File: src/rtl/uart_echo_pkg.sv
// Shared types and constants for the UART echo engine.
package uart_echo_pkg;

  localparam logic [7:0] TERM_DEFAULT = 8'h55;

  typedef enum logic [1:0] {
    IDLE  = 2'd0,
    RECV  = 2'd1,
    DRAIN = 2'd2,
    DONE  = 2'd3
  } echo_state_t;

  typedef enum logic {
    T_IDLE = 1'b0,
    T_WAIT = 1'b1
  } tx_state_t;

endpackage

File: src/rtl/sync_fifo.sv
// Single-clock FIFO with show-ahead read data and synchronous flush.
module sync_fifo
  import uart_echo_pkg::*;
#(
  parameter int unsigned DATA_W = 8,
  parameter int unsigned DEPTH  = 16
) (
  input  logic              clk,
  input  logic              reset,
  input  logic              push,
  input  logic              pop,
  input  logic              flush,
  input  logic [DATA_W-1:0] din,
  output logic [DATA_W-1:0] dout,
  output logic              full,
  output logic              empty
);

  localparam int unsigned AW = (DEPTH > 1) ? $clog2(DEPTH) : 1;
  localparam int unsigned CW = AW + 1;

  logic [DATA_W-1:0] r_mem [DEPTH];
  logic [AW-1:0]     r_wr_ptr;
  logic [AW-1:0]     r_rd_ptr;
  logic [CW-1:0]     r_count;
  logic              w_wr_en;
  logic              w_rd_en;

  // Full/empty are taken from the count at cycle start, so a push into a full FIFO is lost even with a concurrent pop.
  assign full    = (r_count == CW'(DEPTH));
  assign empty   = (r_count == '0);
  assign w_wr_en = push && !full && !flush;
  assign w_rd_en = pop && !empty && !flush;
  assign dout    = r_mem[r_rd_ptr];

  always_ff @(posedge clk or posedge reset) begin
    if (reset) begin
      r_wr_ptr <= '0;
      r_rd_ptr <= '0;
      r_count  <= '0;
    end else if (flush) begin
      r_wr_ptr <= '0;
      r_rd_ptr <= '0;
      r_count  <= '0;
    end else begin
      if (w_wr_en) r_wr_ptr <= r_wr_ptr + AW'(1);
      if (w_rd_en) r_rd_ptr <= r_rd_ptr + AW'(1);
      case ({w_wr_en, w_rd_en})
        2'b10:   r_count <= r_count + CW'(1);
        2'b01:   r_count <= r_count - CW'(1);
        default: r_count <= r_count;
      endcase
    end
  end

  always_ff @(posedge clk) begin
    if (w_wr_en) r_mem[r_wr_ptr] <= din;
  end

endmodule

File: src/rtl/uart_echo_fifo.sv
// UART echo engine: buffers received bytes and retransmits them until the
// terminator byte has been echoed, then reports completion via done.
module uart_echo_fifo
  import uart_echo_pkg::*;
#(
  parameter int unsigned       DATA_W = 8,
  parameter int unsigned       DEPTH  = 16,
  parameter logic [DATA_W-1:0] TERM   = DATA_W'(TERM_DEFAULT),
  parameter int unsigned       CNT_W  = 16
) (
  input  logic              clk,
  input  logic              reset,
  input  logic              activate,
  output logic              done,
  input  logic              rx_ready,
  input  logic [DATA_W-1:0] rx_data,
  input  logic              tx_active,
  input  logic              tx_done,
  output logic [DATA_W-1:0] tx_data,
  output logic              tx_start,
  output logic [CNT_W-1:0]  echo_cnt,
  output logic              overflow
);

  localparam logic [CNT_W-1:0] CNT_MAX = '1;

  echo_state_t       r_state;
  echo_state_t       w_state_nxt;
  tx_state_t         r_tx_state;
  tx_state_t         w_tx_nxt;
  logic              w_run;
  logic              w_push;
  logic              w_pop;
  logic              w_clear;
  logic              w_flush;
  logic              w_full;
  logic              w_empty;
  logic [DATA_W-1:0] w_dout;

  sync_fifo #(
    .DATA_W (DATA_W),
    .DEPTH  (DEPTH)
  ) u_fifo (
    .clk   (clk),
    .reset (reset),
    .push  (w_push),
    .pop   (w_pop),
    .flush (w_flush),
    .din   (rx_data),
    .dout  (w_dout),
    .full  (w_full),
    .empty (w_empty)
  );

  always_ff @(posedge clk or posedge reset) begin
    if (reset) begin
      r_state    <= IDLE;
      r_tx_state <= T_IDLE;
    end else begin
      r_state    <= w_state_nxt;
      r_tx_state <= w_tx_nxt;
    end
  end

  // Session control; dropping activate mid-session aborts straight to IDLE.
  always_comb begin
    w_state_nxt = r_state;
    case (r_state)
      IDLE:  if (activate) w_state_nxt = RECV;
      RECV: begin
        if (!activate)                       w_state_nxt = IDLE;
        else if (rx_ready && rx_data == TERM) w_state_nxt = DRAIN;
      end
      DRAIN: begin
        if (!activate)                            w_state_nxt = IDLE;
        else if (w_empty && r_tx_state == T_IDLE) w_state_nxt = DONE;
      end
      DONE:  if (!activate && !rx_ready && !tx_active) w_state_nxt = IDLE;
      default: w_state_nxt = IDLE;
    endcase
  end

  always_comb begin
    w_tx_nxt = r_tx_state;
    if (!w_run) begin
      w_tx_nxt = T_IDLE;
    end else begin
      case (r_tx_state)
        T_IDLE:  if (w_pop) w_tx_nxt = T_WAIT;
        T_WAIT:  if (tx_done) w_tx_nxt = T_IDLE;
        default: w_tx_nxt = T_IDLE;
      endcase
    end
  end

  // Datapath controls decoded from the current states.
  always_comb begin
    w_run   = 1'b0;
    w_push  = 1'b0;
    w_pop   = 1'b0;
    w_clear = 1'b0;
    w_flush = 1'b0;
    w_run   = ((r_state == RECV) || (r_state == DRAIN)) && activate;
    w_push  = (r_state == RECV) && activate && rx_ready;
    w_pop   = w_run && (r_tx_state == T_IDLE) && !w_empty && !tx_active;
    w_clear = (r_state == IDLE) && activate;
    w_flush = w_clear || (((r_state == RECV) || (r_state == DRAIN)) && !activate);
  end

  always_ff @(posedge clk or posedge reset) begin
    if (reset) begin
      done     <= 1'b0;
      tx_start <= 1'b0;
      tx_data  <= '0;
      echo_cnt <= '0;
      overflow <= 1'b0;
    end else begin
      done     <= (w_state_nxt == DONE);
      tx_start <= w_pop;
      if (w_pop) tx_data <= w_dout;
      if (w_clear)                             echo_cnt <= '0;
      else if (w_pop && (echo_cnt != CNT_MAX)) echo_cnt <= echo_cnt + CNT_W'(1);
      if (w_clear)              overflow <= 1'b0;
      else if (w_push && w_full) overflow <= 1'b1;
    end
  end

endmodule

File: config.mk
export PLATFORM = sky130hd
export DESIGN_NAME = uart_echo_fifo
export DESIGN_NICKNAME = d
export VERILOG_FILES = /design/src/rtl/uart_echo_pkg.sv /design/src/rtl/sync_fifo.sv /design/src/rtl/uart_echo_fifo.sv
export SDC_FILE = /design/constraint.sdc
export NUM_CORES = 1
export LEC_CHECK = 0
export ABC_AREA = 1
export BUFFER_PORTS_ARGS = -buffer_cell sky130_fd_sc_hd__clkbuf_2
export CORE_MARGIN = 2
export CORE_UTILIZATION = 50
export DETAILED_ROUTE_END_ITERATION = 7
export PLACE_DENSITY = 0.67
export SETUP_SLACK_MARGIN = 0.4
export SYNTH_ARGS = -nofsm -noshare
export SYNTH_HDL_FRONTEND = slang
export SYNTH_SLANG_ARGS = --single-unit
export TNS_END_PERCENT = 1
File: constraint.sdc
create_clock -name clk -period 3.05 [get_ports clk]
set_input_delay 0.4575 -clock clk [delete_from_list [all_inputs] [get_ports clk]]
set_output_delay 0.4575 -clock clk [all_outputs]
set_load 0.05 [all_outputs]
==> flow_metrics.env, run 1 <==
export IMPL_outcome="finished clean"
export IMPL_yosysUniqueCellTypes=31
export IMPL_via_per_inst=5.32
export IMPL_drive_gt1_share_pct=13.0
export IMPL_ys_ff_latch=171
export IMPL_worst_slew_pin_transition_ns=0.833
export IMPL_hold_violations=0
export IMPL_clk_latency_ns=0.43
export IMPL_critical_path_class="flop to flop"
export IMPL_routed_via_count=5869
export IMPL_multiInputGateArea_mm2=0.00261
export IMPL_setup_tns_final_ns=0
export IMPL_final_min_period_over_clock_period_pct=80.6
export IMPL_slew_headroom_pct=44.1
export IMPL_grt_remaining_overflow=0
export IMPL_synth_avg_cell_area_um2=9.48
export IMPL_setup_worst_path_end_class="flop"
export IMPL_detailedRoute_firstIterationViolations=637
export IMPL_first_global_vias=5744
export IMPL_power_per_cell_area_mw_per_mm2=600
export IMPL_fmaxAchievable_mhz=407
export IMPL_setup_reg_to_reg_worst_slack_ns=0.59
export IMPL_ir_worst_vdd_mv=0.414
export IMPL_clock_skew_ns=0.00674
export IMPL_antenna_cells=0
export IMPL_placeableCoreArea_mm2=0.0153
export IMPL_fp_row_count=45
export IMPL_grt_max_degree=67
export IMPL_num_nets_final=910
export IMPL_antenna_left=0
export IMPL_syn2layout_area_growth_pct=13.6
export IMPL_port_buffer_count=40
export IMPL_syn_nets=857
export IMPL_max_cap_violations=0
export IMPL_grt_setup_unrepaired="no"
export IMPL_cts_num_sinks=171
export IMPL_clkTransAtPathRegs_ns=0.07
export IMPL_report_final_setup_viol=0
export IMPL_fp_dieArea_mm2=0.0167
export IMPL_first_pass_grt_wire_length_um=29900
export IMPL_num_fill_cells=1309
export IMPL_fp_dieW_um=129
export IMPL_critPathLaunchType="flop"
export IMPL_hpwl_um=12000
export IMPL_wl_per_cell_um=16.7
export IMPL_worst_reg2reg_endpoint="u_fifo.r_count[4]$_DFFE_PP0P_"
export IMPL_worst_hold_slack_ns=0.0694
export IMPL_grt_antenna_before_repair=0
export IMPL_seqCellArea_mm2=0.00492
export IMPL_rr_worst_depth=18
export IMPL_place_gp_congestion=0.873
export IMPL_cts_root_buffer_cell="sky130_fd_sc_hd__clkbuf_16"
export IMPL_drt_wl_total_um=18400
export IMPL_layout_setup_ws_ns=0.591
export IMPL_p_leak_uw=0.00382
export IMPL_yosysWarningCount=0
export IMPL_preCtsSetupSlack_ns=0.376
export IMPL_worst_ep_arrival_time_ns=2.77
export IMPL_starting_density_of_the_core_pct=51.4
export IMPL_clock_tree_htree_level_count=4
export IMPL_worst_path_max_fanout=4
export IMPL_dr_pass1_iters=5
export IMPL_synth_area_mm2=0.00785
export IMPL_rr_startpoint="r_state[1]$_DFF_PP0_"
export IMPL_final_routed_drc_violation_total=0
export IMPL_dieHeight_um=129
export IMPL_critical_path_required_time_ns=3.36
export IMPL_cts_buffers=17
export IMPL_cts_tree="done"
export IMPL_syn_instance_count=828
export IMPL_yosysSeqAreaShare_pct=62.7
export IMPL_post_route_min_period_ns=2.46
export IMPL_top_level_ports=41
export IMPL_grt_util_all_layers_pct=23.6
export IMPL_cts_path_max_buffers=2
export IMPL_worst_hold_path_type="input port to async pin"
export IMPL_timing_final_max_slew_violations=0
[power breakdown]
| group | internal, uW | switching (uW) | leakage [uW] |
|---|---|---|---|
| registers | 2580 | 48.5 | 0.00174 |
| logic | 202 | 585 | 0.00183 |
| clock network | 1040 | 897 | 0.000245 |
[layout by cell type (no fill, tap or decap), types with 6 or more instances in the layout]
cell / n
sky130_fd_sc_hd__nand3_1: 71
sky130_fd_sc_hd__nand2_1: 277
sky130_fd_sc_hd__xor2_1: 7
sky130_fd_sc_hd__inv_1: 40
sky130_fd_sc_hd__buf_4: 25
sky130_fd_sc_hd__clkbuf_16: 17
sky130_fd_sc_hd__clkbuf_2: 40
sky130_fd_sc_hd__edfxtp_1: 128
sky130_fd_sc_hd__nor2_1: 117
sky130_fd_sc_hd__inv_2: 6
sky130_fd_sc_hd__dfrtp_1: 42
sky130_fd_sc_hd__nor3_1: 6
sky130_fd_sc_hd__o21ai_0: 41
sky130_fd_sc_hd__ha_1: 14
sky130_fd_sc_hd__nand4_1: 11
[synth_stat cells (all sizes together)]
cell    instances  area (um^2)
nand2         282         1070
edfxtp        128         3840
nor2          119          449
nand3          71          355
inv            48          183
o21ai          44          220
dfrtp          43         1080
buf            25          131
ha             15          188
nand4          11         68.8
xor2            8         70.1
clkbuf          7         26.3
nor3            7         35.0
a21oi           5         25.0
o21bai          3         22.5
a21boi          2         15.0
and2            2         12.5
clkinv          2         7.51
or2             2         12.5
xnor2           2         17.5
a22o            1         8.76
nor3b           1         7.51
[critical path: stages (launching register included)]
cell and delay (ns):
sky130_fd_sc_hd__dfrtp_1 0.37, sky130_fd_sc_hd__inv_1 0.10, sky130_fd_sc_hd__ha_1 0.31, sky130_fd_sc_hd__nand2_1 0.10, sky130_fd_sc_hd__nor3_2 0.13, sky130_fd_sc_hd__nand2_1 0.10, sky130_fd_sc_hd__inv_2 0.07, sky130_fd_sc_hd__nand2_1 0.06
sky130_fd_sc_hd__inv_2 0.10, sky130_fd_sc_hd__ha_4 0.18, sky130_fd_sc_hd__xor2_2 0.17, sky130_fd_sc_hd__ha_1 0.17, sky130_fd_sc_hd__inv_1 0.04, sky130_fd_sc_hd__nand2_1 0.10, sky130_fd_sc_hd__nand3_1 0.09, sky130_fd_sc_hd__nand2_1 0.11
sky130_fd_sc_hd__nand2_1 0.05, sky130_fd_sc_hd__nand2_1 0.05, sky130_fd_sc_hd__o21ai_1 0.06
[final cells by class]
cell class | count | share of cell area [%]
Timing Repair Buffer | 66 | 4.48
Inverter | 50 | 2.13
Tap cell | 211 | 2.96
Clock inverter | 14 | 1.12
Multi-Input combinational cell | 575 | 29.3
Sequential cell | 171 | 55.2
Clock buffer | 17 | 4.77
[flip-flops by register name, indices dropped and copies added, names as in the netlist]
register         flops
done                 1
u_fifo.r_count       5
r_state              2
overflow             1
tx_start             1
u_fifo.r_rd_ptr      4
r_tx_state           1
u_fifo.r_wr_ptr      4
echo_cnt            16
u_fifo.r_mem       128
tx_data              8
[kinds of logic after synthesis]
kind of cell,count (synthesis),share of synthesized area [%]
AND/OR/NAND/NOR,495,25.6
adder cells (fa/ha/maj),15,2.39
XOR/XNOR,10,1.12
AO/OA/AOI/OAI,55,3.72
buffers and inverters,82,4.43
flip-flops,171,62.7
[what timing repair did]
| action | 4_1_cts | 5_1_grt |
|---|---|---|
| gates resized for setup | 2 | 11 |
| pin swaps | 0 | 2 |
| endpoints found under the setup margin | 1 | 19 |
| cloned | 0 | 0 |
| setup buffers | 0 | 4 |
| hold buffers | 0 | 0 |
[through the flow]
stage / util (%) / power, uW / cells / cell area, um^2
3_5_place_dp: 54.5 / 3430 / 1069 / 8320
2_1_floorplan: - / 3210 / 828 / 7850
3_3_place_gp: 54.5 / 3400 / 1069 / 8320
5_1_grt: 58.4 / 5570 / 1104 / 8910
4_1_cts: 58.0 / 5340 / 1100 / 8850
6_report: 58.4 / 5350 / 1104 / 8910
[how the worst max path moves through the flow]
| stage | startpoint | endpoint |
|---|---|---|
| after floorplan | r_state[0]$_DFF_PP0_ | u_fifo.r_count[4]$_DFFE_PP0P_ |
| after global placement | r_state[0]$_DFF_PP0_ | u_fifo.r_count[4]$_DFFE_PP0P_ |
| after detailed placement | r_state[1]$_DFF_PP0_ | u_fifo.r_count[4]$_DFFE_PP0P_ |
| after CTS | r_state[1]$_DFF_PP0_ | u_fifo.r_count[4]$_DFFE_PP0P_ |
| after global routing | r_state[0]$_DFF_PP0_ | u_fifo.r_count[4]$_DFFE_PP0P_ |
| final | r_state[1]$_DFF_PP0_ | u_fifo.r_count[4]$_DFFE_PP0P_ |
[metal layers]
| metal | vias up | global-route usage (%) | routed length [um] |
|---|---|---|---|
| li1 | 2828 | - | - |
| met1 | 2832 | 31.8 | 8150 |
| met2 | 181 | 39.0 | 8990 |
| met3 | 28 | 4.13 | 931 |
| met4 | 0 | 8.38 | 321 |
| met5 | - | 0 | 0 |
Power figures use the tool's default switching activity.
==> inputs of run 2 (changes only) <==
clock period = 2.3 ns   (was 3.05 ns; I/O delays follow)
==> flow_metrics.env, run 2 (synthesis results as in run 1) <==
export IMPL_cts_num_sinks=171
export IMPL_critical_path_required_time_ns=2.62
export IMPL_most_common_layout_cells="sky130_fd_sc_hd__nand2_1 (253), sky130_fd_sc_hd__edfxtp_1 (128), sky130_fd_sc_hd__nor2_1 (106)"
export IMPL_violations="negative setup slack"
export IMPL_final_routed_drc_violation_total=0
export IMPL_layout_setup_ws_ns=-0.0217
export IMPL_clock_skew_ns=0.0109
export IMPL_grt_remaining_overflow=0
export IMPL_worst_ep_arrival_time_ns=2.64
export IMPL_top_usage_layer="met2"
export IMPL_clock_tree_htree_level_count=4
export IMPL_crit_path_max_incr_delay_ns=0.37
export IMPL_report_final_setup_viol=1
export IMPL_cts_path_max_buffers=2
export IMPL_post_route_min_period_ns=2.32
export IMPL_num_nets_final=933
export IMPL_wl_per_cell_um=16.5
export IMPL_power_per_cell_area_mw_per_mm2=811
export IMPL_regMostFlops="u_fifo.r_mem"
export IMPL_syn2layout_area_growth_pct=22.4
export IMPL_hpwl_um=11800
export IMPL_antenna_left=0
export IMPL_cts_root_buffer_cell="sky130_fd_sc_hd__clkbuf_16"
export IMPL_setup_tns_final_ns=-0.0217
export IMPL_worst_path_max_fanout=4
export IMPL_fmaxAchievable_mhz=431
export IMPL_p_leak_uw=0.00410
export IMPL_timing_critical_path_buf_inv=4
export IMPL_via_per_inst=5.29
export IMPL_largest_register_ffs=128
export IMPL_gr_util_met3_pct=4.54
export IMPL_drt_wl_total_um=18600
export IMPL_grt_util_met1_pct=29.6
export IMPL_fp_row_count=45
export IMPL_worst_slew_pin_transition_ns=0.626
export IMPL_global_route_usage_met2_pct=39.0
export IMPL_cts_buffers=17
export IMPL_grt_antenna_before_repair=0
export IMPL_mostFrequentLayoutCell="sky130_fd_sc_hd__nand2_1"
export IMPL_dr_pass1_iters=5
export IMPL_detailedRoute_firstIterationViolations=683
export IMPL_max_cap_violations=0
export IMPL_placeableCoreArea_mm2=0.0153
export IMPL_fp_dieW_um=129
export IMPL_slew_headroom_pct=58.2
export IMPL_critical_path_most_common_cell="sky130_fd_sc_hd__nand2_2"
export IMPL_drive_gt1_share_pct=20.1
export IMPL_outcome="finished with violations"
export IMPL_ir_worst_vdd_mv=0.574
export IMPL_cts_tree="done"
export IMPL_routed_via_count=5962
export IMPL_final_area_mm2=0.00961
export IMPL_port_buffer_count=40
export IMPL_place_gp_congestion=0.855
export IMPL_worst_hold_path_type="input port to flop"
export IMPL_placedInstanceArea_mm2=0.00848
export IMPL_first_pass_grt_wire_length_um=29100
export IMPL_critical_path_class="flop to flop"
export IMPL_hold_violations=0
export IMPL_layout_top_registers="u_fifo.r_mem: 128 flops, echo_cnt: 16 flops, tx_data: 8 flops"
export IMPL_antenna_cells=0
export IMPL_top_level_ports=41
export IMPL_grt_util_all_layers_pct=23.1
export IMPL_grt_setup_unrepaired="yes"
export IMPL_critPathTopFamily="simple AND/OR/NAND/NOR gates"
export IMPL_final_min_period_over_clock_period_pct=101
export IMPL_clk_latency_ns=0.43
export IMPL_critPathLaunchType="flop"
export IMPL_cells_along_the_critical_path="inv_2 > ha_4 > nand2_4 > nor3_4 > nand2_2 > inv_2 > nand2_2 > inv_2 > ha_4 > xor2_4 > ha_2 > inv_1 > nand2_2 > nand3_2 > nand2_2 > nand2_1 > nand2_1 > o21ai_1"
export IMPL_dieHeight_um=129
export IMPL_timing_final_max_slew_violations=0
export IMPL_clkTransAtPathRegs_ns=0.06
export IMPL_grt_max_degree=51
export IMPL_fp_dieArea_mm2=0.0167
export IMPL_cpMaxStageDelayCell="sky130_fd_sc_hd__dfrtp_1"
export IMPL_starting_density_of_the_core_pct=51.4
export IMPL_first_global_vias=5796
export IMPL_setup_worst_path_end_class="flop"
[run 2: changes by cell type in the layout (fill, tap and decap cells not counted), sizes merged]
| cell | delta |
|---|---|
| buf | +22 |
| bufinv | +4 |
| clkbuf | +7 |
| clkinv | -3 |
| clkinvlp | -4 |
| dlygate4sd3 | +1 |
| inv | -3 |
[run 2: repair_timing]
| item | in CTS | in global routing |
|---|---|---|
| buffers inserted | 5 | 5 |
| endpoints found under the setup margin | 72 | 153 |
| pin swaps | 5 | 15 |
| hold endpoints to repair | 18 | 0 |
| cloned | 0 | 0 |
| gates resized for setup | 10 | 96 |
| hold buffers | 1 | 0 |
[run 2: metal layers]
metal | vias up | routed length [um]
met3 | 31 | 1010
li1 | 2875 | -
met5 | - | 0
met1 | 2865 | 7800
met2 | 191 | 9280
met4 | 0 | 510
[run 2: final cells by class]
class,instances,area [um^2]
sequential,171,4920
tap,211,264
clock buffer,24,482
fill,1199,5650
multi-input combinational,575,2920
timing repair buffer,89,661
clock inverter,8,141
inverter,50,214
[run 2: power by group]
part	leakage (uW)	switching, uW	internal, uW
clock network	0.000302	1140	1900
registers	0.00174	70.9	3420
logic	0.00206	891	368
[run 2: path summary, 6_finish.rpt]
| path | slack, ns | cells after the start | start | endpoint |
|---|---|---|---|---|
| max | -0.02 | 18 | r_state[1]$_DFF_PP0_ | u_fifo.r_count[4]$_DFFE_PP0P_ |
| min | 0.21 | 4 | tx_done | r_tx_state$_DFF_PP0_ |
| max reg2reg | -0.02 | 18 | r_state[1]$_DFF_PP0_ | u_fifo.r_count[4]$_DFFE_PP0P_ |
| min reg2reg | 0.48 | 2 | tx_data[2]$_DFFE_PP0N_ | tx_data[2]$_DFFE_PP0N_ |
| max in group asynchronous | 1.34 | 4 | reset | tx_data[1]$_DFFE_PP0N_ |
| min in group asynchronous | 0.46 | 3 | reset | u_fifo.r_count[4]$_DFFE_PP0P_ |
[run 2: metrics by stage]
| step | worst slack (ns) | hold WS [ns] | utilization (%) | power (uW) | std cells |
|---|---|---|---|---|---|
| floorplan | 0.0343 | 0.444 | - | 4260 | 828 |
| global placement | 0.0147 | 0.361 | 55.6 | 4590 | 1085 |
| detailed placement | -0.0795 | 0.369 | 55.6 | 4620 | 1085 |
| CTS | 0.0460 | 0.197 | 60.2 | 7670 | 1123 |
| global route | -0.182 | 0.257 | 63.0 | 8060 | 1128 |
| finish | -0.0217 | 0.206 | 63.0 | 7790 | 1128 |
[run 2: tightest hold or removal path, stage by stage]
cell and delay (ns):
sky130_fd_sc_hd__clkbuf_2 0.08, sky130_fd_sc_hd__nor2_1 0.04, sky130_fd_sc_hd__nor2_1 0.09, sky130_fd_sc_hd__nor2_1 0.05
==> inputs of run 3 (changes only) <==
BUFFER_PORTS_ARGS = -buffer_cell sky130_fd_sc_hd__buf_2   (was -buffer_cell sky130_fd_sc_hd__clkbuf_2)
==> flow_metrics.env, run 3 (synthesis results as in run 1) <==
export IMPL_regMostFlops="u_fifo.r_mem"
export IMPL_setup_worst_path_end_class="flop"
export IMPL_via_per_inst=5.26
export IMPL_cts_path_max_buffers=2
export IMPL_cts_buffers=17
export IMPL_drt_wl_total_um=18400
export IMPL_violations="negative setup slack"
export IMPL_dieHeight_um=129
export IMPL_layout_top_registers="u_fifo.r_mem: 128 flops, echo_cnt: 16 flops, tx_data: 8 flops"
export IMPL_antenna_cells=0
export IMPL_final_min_period_over_clock_period_pct=101
export IMPL_clock_tree_htree_level_count=4
export IMPL_rr_worst_depth=18
export IMPL_grt_remaining_overflow=0
export IMPL_cts_root_buffer_cell="sky130_fd_sc_hd__clkbuf_16"
export IMPL_final_routed_drc_violation_total=0
export IMPL_syn2layout_area_growth_pct=18.5
export IMPL_rr_startpoint="r_state[1]$_DFF_PP0_"
export IMPL_largest_register_ffs=128
export IMPL_cts_tree="done"
export IMPL_max_cap_violations=0
export IMPL_grt_antenna_before_repair=0
export IMPL_report_final_setup_viol=1
export IMPL_worst_ep_arrival_time_ns=2.64
export IMPL_post_route_min_period_ns=2.33
export IMPL_setup_reg_to_reg_worst_slack_ns=-0.03
export IMPL_top_level_ports=41
export IMPL_critical_path_class="flop to flop"
export IMPL_layout_setup_ws_ns=-0.0278
export IMPL_worst_slew_pin_transition_ns=0.585
export IMPL_multiInputGateArea_mm2=0.00274
export IMPL_power_per_cell_area_mw_per_mm2=796
export IMPL_timing_final_max_slew_violations=0
export IMPL_worst_hold_path_type="input port to flop"
export IMPL_grt_max_degree=51
export IMPL_antenna_left=0
export IMPL_routed_via_count=5923
export IMPL_critical_path_required_time_ns=2.61
export IMPL_dr_pass1_iters=5
export IMPL_detailedRoute_firstIterationViolations=564
export IMPL_p_total_uw=7400
export IMPL_first_pass_grt_wire_length_um=29100
export IMPL_drive_gt1_share_pct=17.6
export IMPL_clk_latency_ns=0.43
export IMPL_grt_setup_unrepaired="yes"
export IMPL_seqCellArea_mm2=0.00492
export IMPL_cells_on_worst_hold_path=4
export IMPL_fp_dieArea_mm2=0.0167
export IMPL_p_leak_uw=0.00402
export IMPL_fp_dieW_um=129
export IMPL_hpwl_um=11900
export IMPL_wl_per_cell_um=16.3
export IMPL_slew_headroom_pct=61.0
export IMPL_outcome="finished with violations"
export IMPL_placeableCoreArea_mm2=0.0153
export IMPL_clock_skew_ns=0.00743
export IMPL_cts_num_sinks=171
export IMPL_first_global_vias=5685
export IMPL_placedInstanceArea_mm2=0.00849
export IMPL_fp_row_count=45
export IMPL_worst_hold_slack_ns=0.217
export IMPL_hp_start="tx_done"
export IMPL_holdPathEnd="r_tx_state$_DFF_PP0_"
export IMPL_clkTransAtPathRegs_ns=0.06
export IMPL_ir_worst_vdd_mv=0.427
export IMPL_preCtsSetupSlack_ns=-0.112
export IMPL_num_nets_final=932
export IMPL_port_buffer_count=40
export IMPL_critPathLaunchType="flop"
export IMPL_grt_util_all_layers_pct=23.0
export IMPL_most_common_layout_cells="sky130_fd_sc_hd__nand2_1 (273), sky130_fd_sc_hd__edfxtp_1 (128), sky130_fd_sc_hd__nor2_1 (108)"
export IMPL_worst_path_max_fanout=4
export IMPL_place_gp_congestion=0.908
export IMPL_final_area_mm2=0.00930
export IMPL_worst_reg2reg_endpoint="u_fifo.r_count[4]$_DFFE_PP0P_"
export IMPL_hold_violations=0
export IMPL_num_fill_cells=1251
export IMPL_fmaxAchievable_mhz=430
export IMPL_mostFrequentLayoutCell="sky130_fd_sc_hd__nand2_1"
export IMPL_starting_density_of_the_core_pct=51.4
==> run 3: changes by cell type in the layout (fill, tap and decap cells not counted), moves of 3 or more <==
cell                       delta
sky130_fd_sc_hd__buf_6        -5
sky130_fd_sc_hd__nor3_4       -3
sky130_fd_sc_hd__nand2_8      -3
sky130_fd_sc_hd__clkbuf_2    -40
sky130_fd_sc_hd__nor2_4       -4
sky130_fd_sc_hd__nand2_4      -6
sky130_fd_sc_hd__buf_4        +5
sky130_fd_sc_hd__clkbuf_8     -3
sky130_fd_sc_hd__buf_2       +40
sky130_fd_sc_hd__nand2_1     +20
sky130_fd_sc_hd__nand2_2     -11
==> run 3: layer usage <==
layer  up-vias  track usage [%]  share of wire, %  wire [um]
met1      2828             30.1                43       7830
met5         -                0                 0          0
met2       171             37.2                48       8930
met4         0             12.3               4.1        753
met3        49             3.51               4.9        902
li1       2875                -                 -          -
==> run 3: what timing repair did <==
item | 4_1_cts | 5_1_grt
endpoints found under the setup margin | 69 | 153
endpoints found under the hold margin | 25 | 0
resized for setup | 10 | 39
pin swaps | 6 | 7
hold buffers | 1 | 0
buffers inserted | 6 | 1
==> run 3: layout make-up <==
cell class	count	area share [%]
tap	211	2.84
clock buffer	21	4.74
inverter	50	2.09
multi-input combinational	575	29.4
sequential	171	52.9
timing repair buffer	88	6.69
clock inverter	11	1.30
==> run 3: worst max path at each step <==
| stage | startpoint | endpoint | slack, ns |
|---|---|---|---|
| final | r_state[1]$_DFF_PP0_ | u_fifo.r_count[4]$_DFFE_PP0P_ | -0.03 |
| after global routing | r_state[1]$_DFF_PP0_ | u_fifo.r_count[4]$_DFFE_PP0P_ | -0.17 |
| after detailed placement | r_state[1]$_DFF_PP0_ | u_fifo.r_count[4]$_DFFE_PP0P_ | -0.11 |
| after global placement | r_state[1]$_DFF_PP0_ | u_fifo.r_count[4]$_DFFE_PP0P_ | 0.04 |
| after floorplan | r_state[0]$_DFF_PP0_ | u_fifo.r_count[4]$_DFFE_PP0P_ | 0.03 |
| after CTS | r_state[1]$_DFF_PP0_ | u_fifo.r_count[4]$_DFFE_PP0P_ | 0.03 |
==> run 3: where the power goes <==
group	internal [uW]	switching [uW]
Clock	1600	1150
Sequential	3420	66.2
Combinational	341	830
Total	5360	2040
==> run 3: metrics by stage <==
stage	util, %	TNS (ns)	instances
after CTS	60.0	0	1126
after detailed placement	55.7	-0.118	1087
final	61.0	-0.0278	1127
after global routing	61.0	-0.286	1127
after floorplan	-	0	828
after global placement	55.7	0	1087
==> run 3: critical path, cell delays in order, from the launching register on <==
cell and delay, ns:
sky130_fd_sc_hd__dfrtp_1 0.37, sky130_fd_sc_hd__inv_2 0.08, sky130_fd_sc_hd__ha_4 0.29, sky130_fd_sc_hd__nand2_4 0.05
sky130_fd_sc_hd__nor3_2 0.11, sky130_fd_sc_hd__nand2_1 0.10, sky130_fd_sc_hd__inv_2 0.07, sky130_fd_sc_hd__nand2_2 0.05
sky130_fd_sc_hd__inv_2 0.07, sky130_fd_sc_hd__ha_4 0.18, sky130_fd_sc_hd__xor2_2 0.18, sky130_fd_sc_hd__ha_2 0.21
sky130_fd_sc_hd__inv_2 0.05, sky130_fd_sc_hd__nand2_4 0.08, sky130_fd_sc_hd__nand3_2 0.10, sky130_fd_sc_hd__nand2_2 0.10
sky130_fd_sc_hd__nand2_1 0.05, sky130_fd_sc_hd__nand2_1 0.05, sky130_fd_sc_hd__o21ai_1 0.05
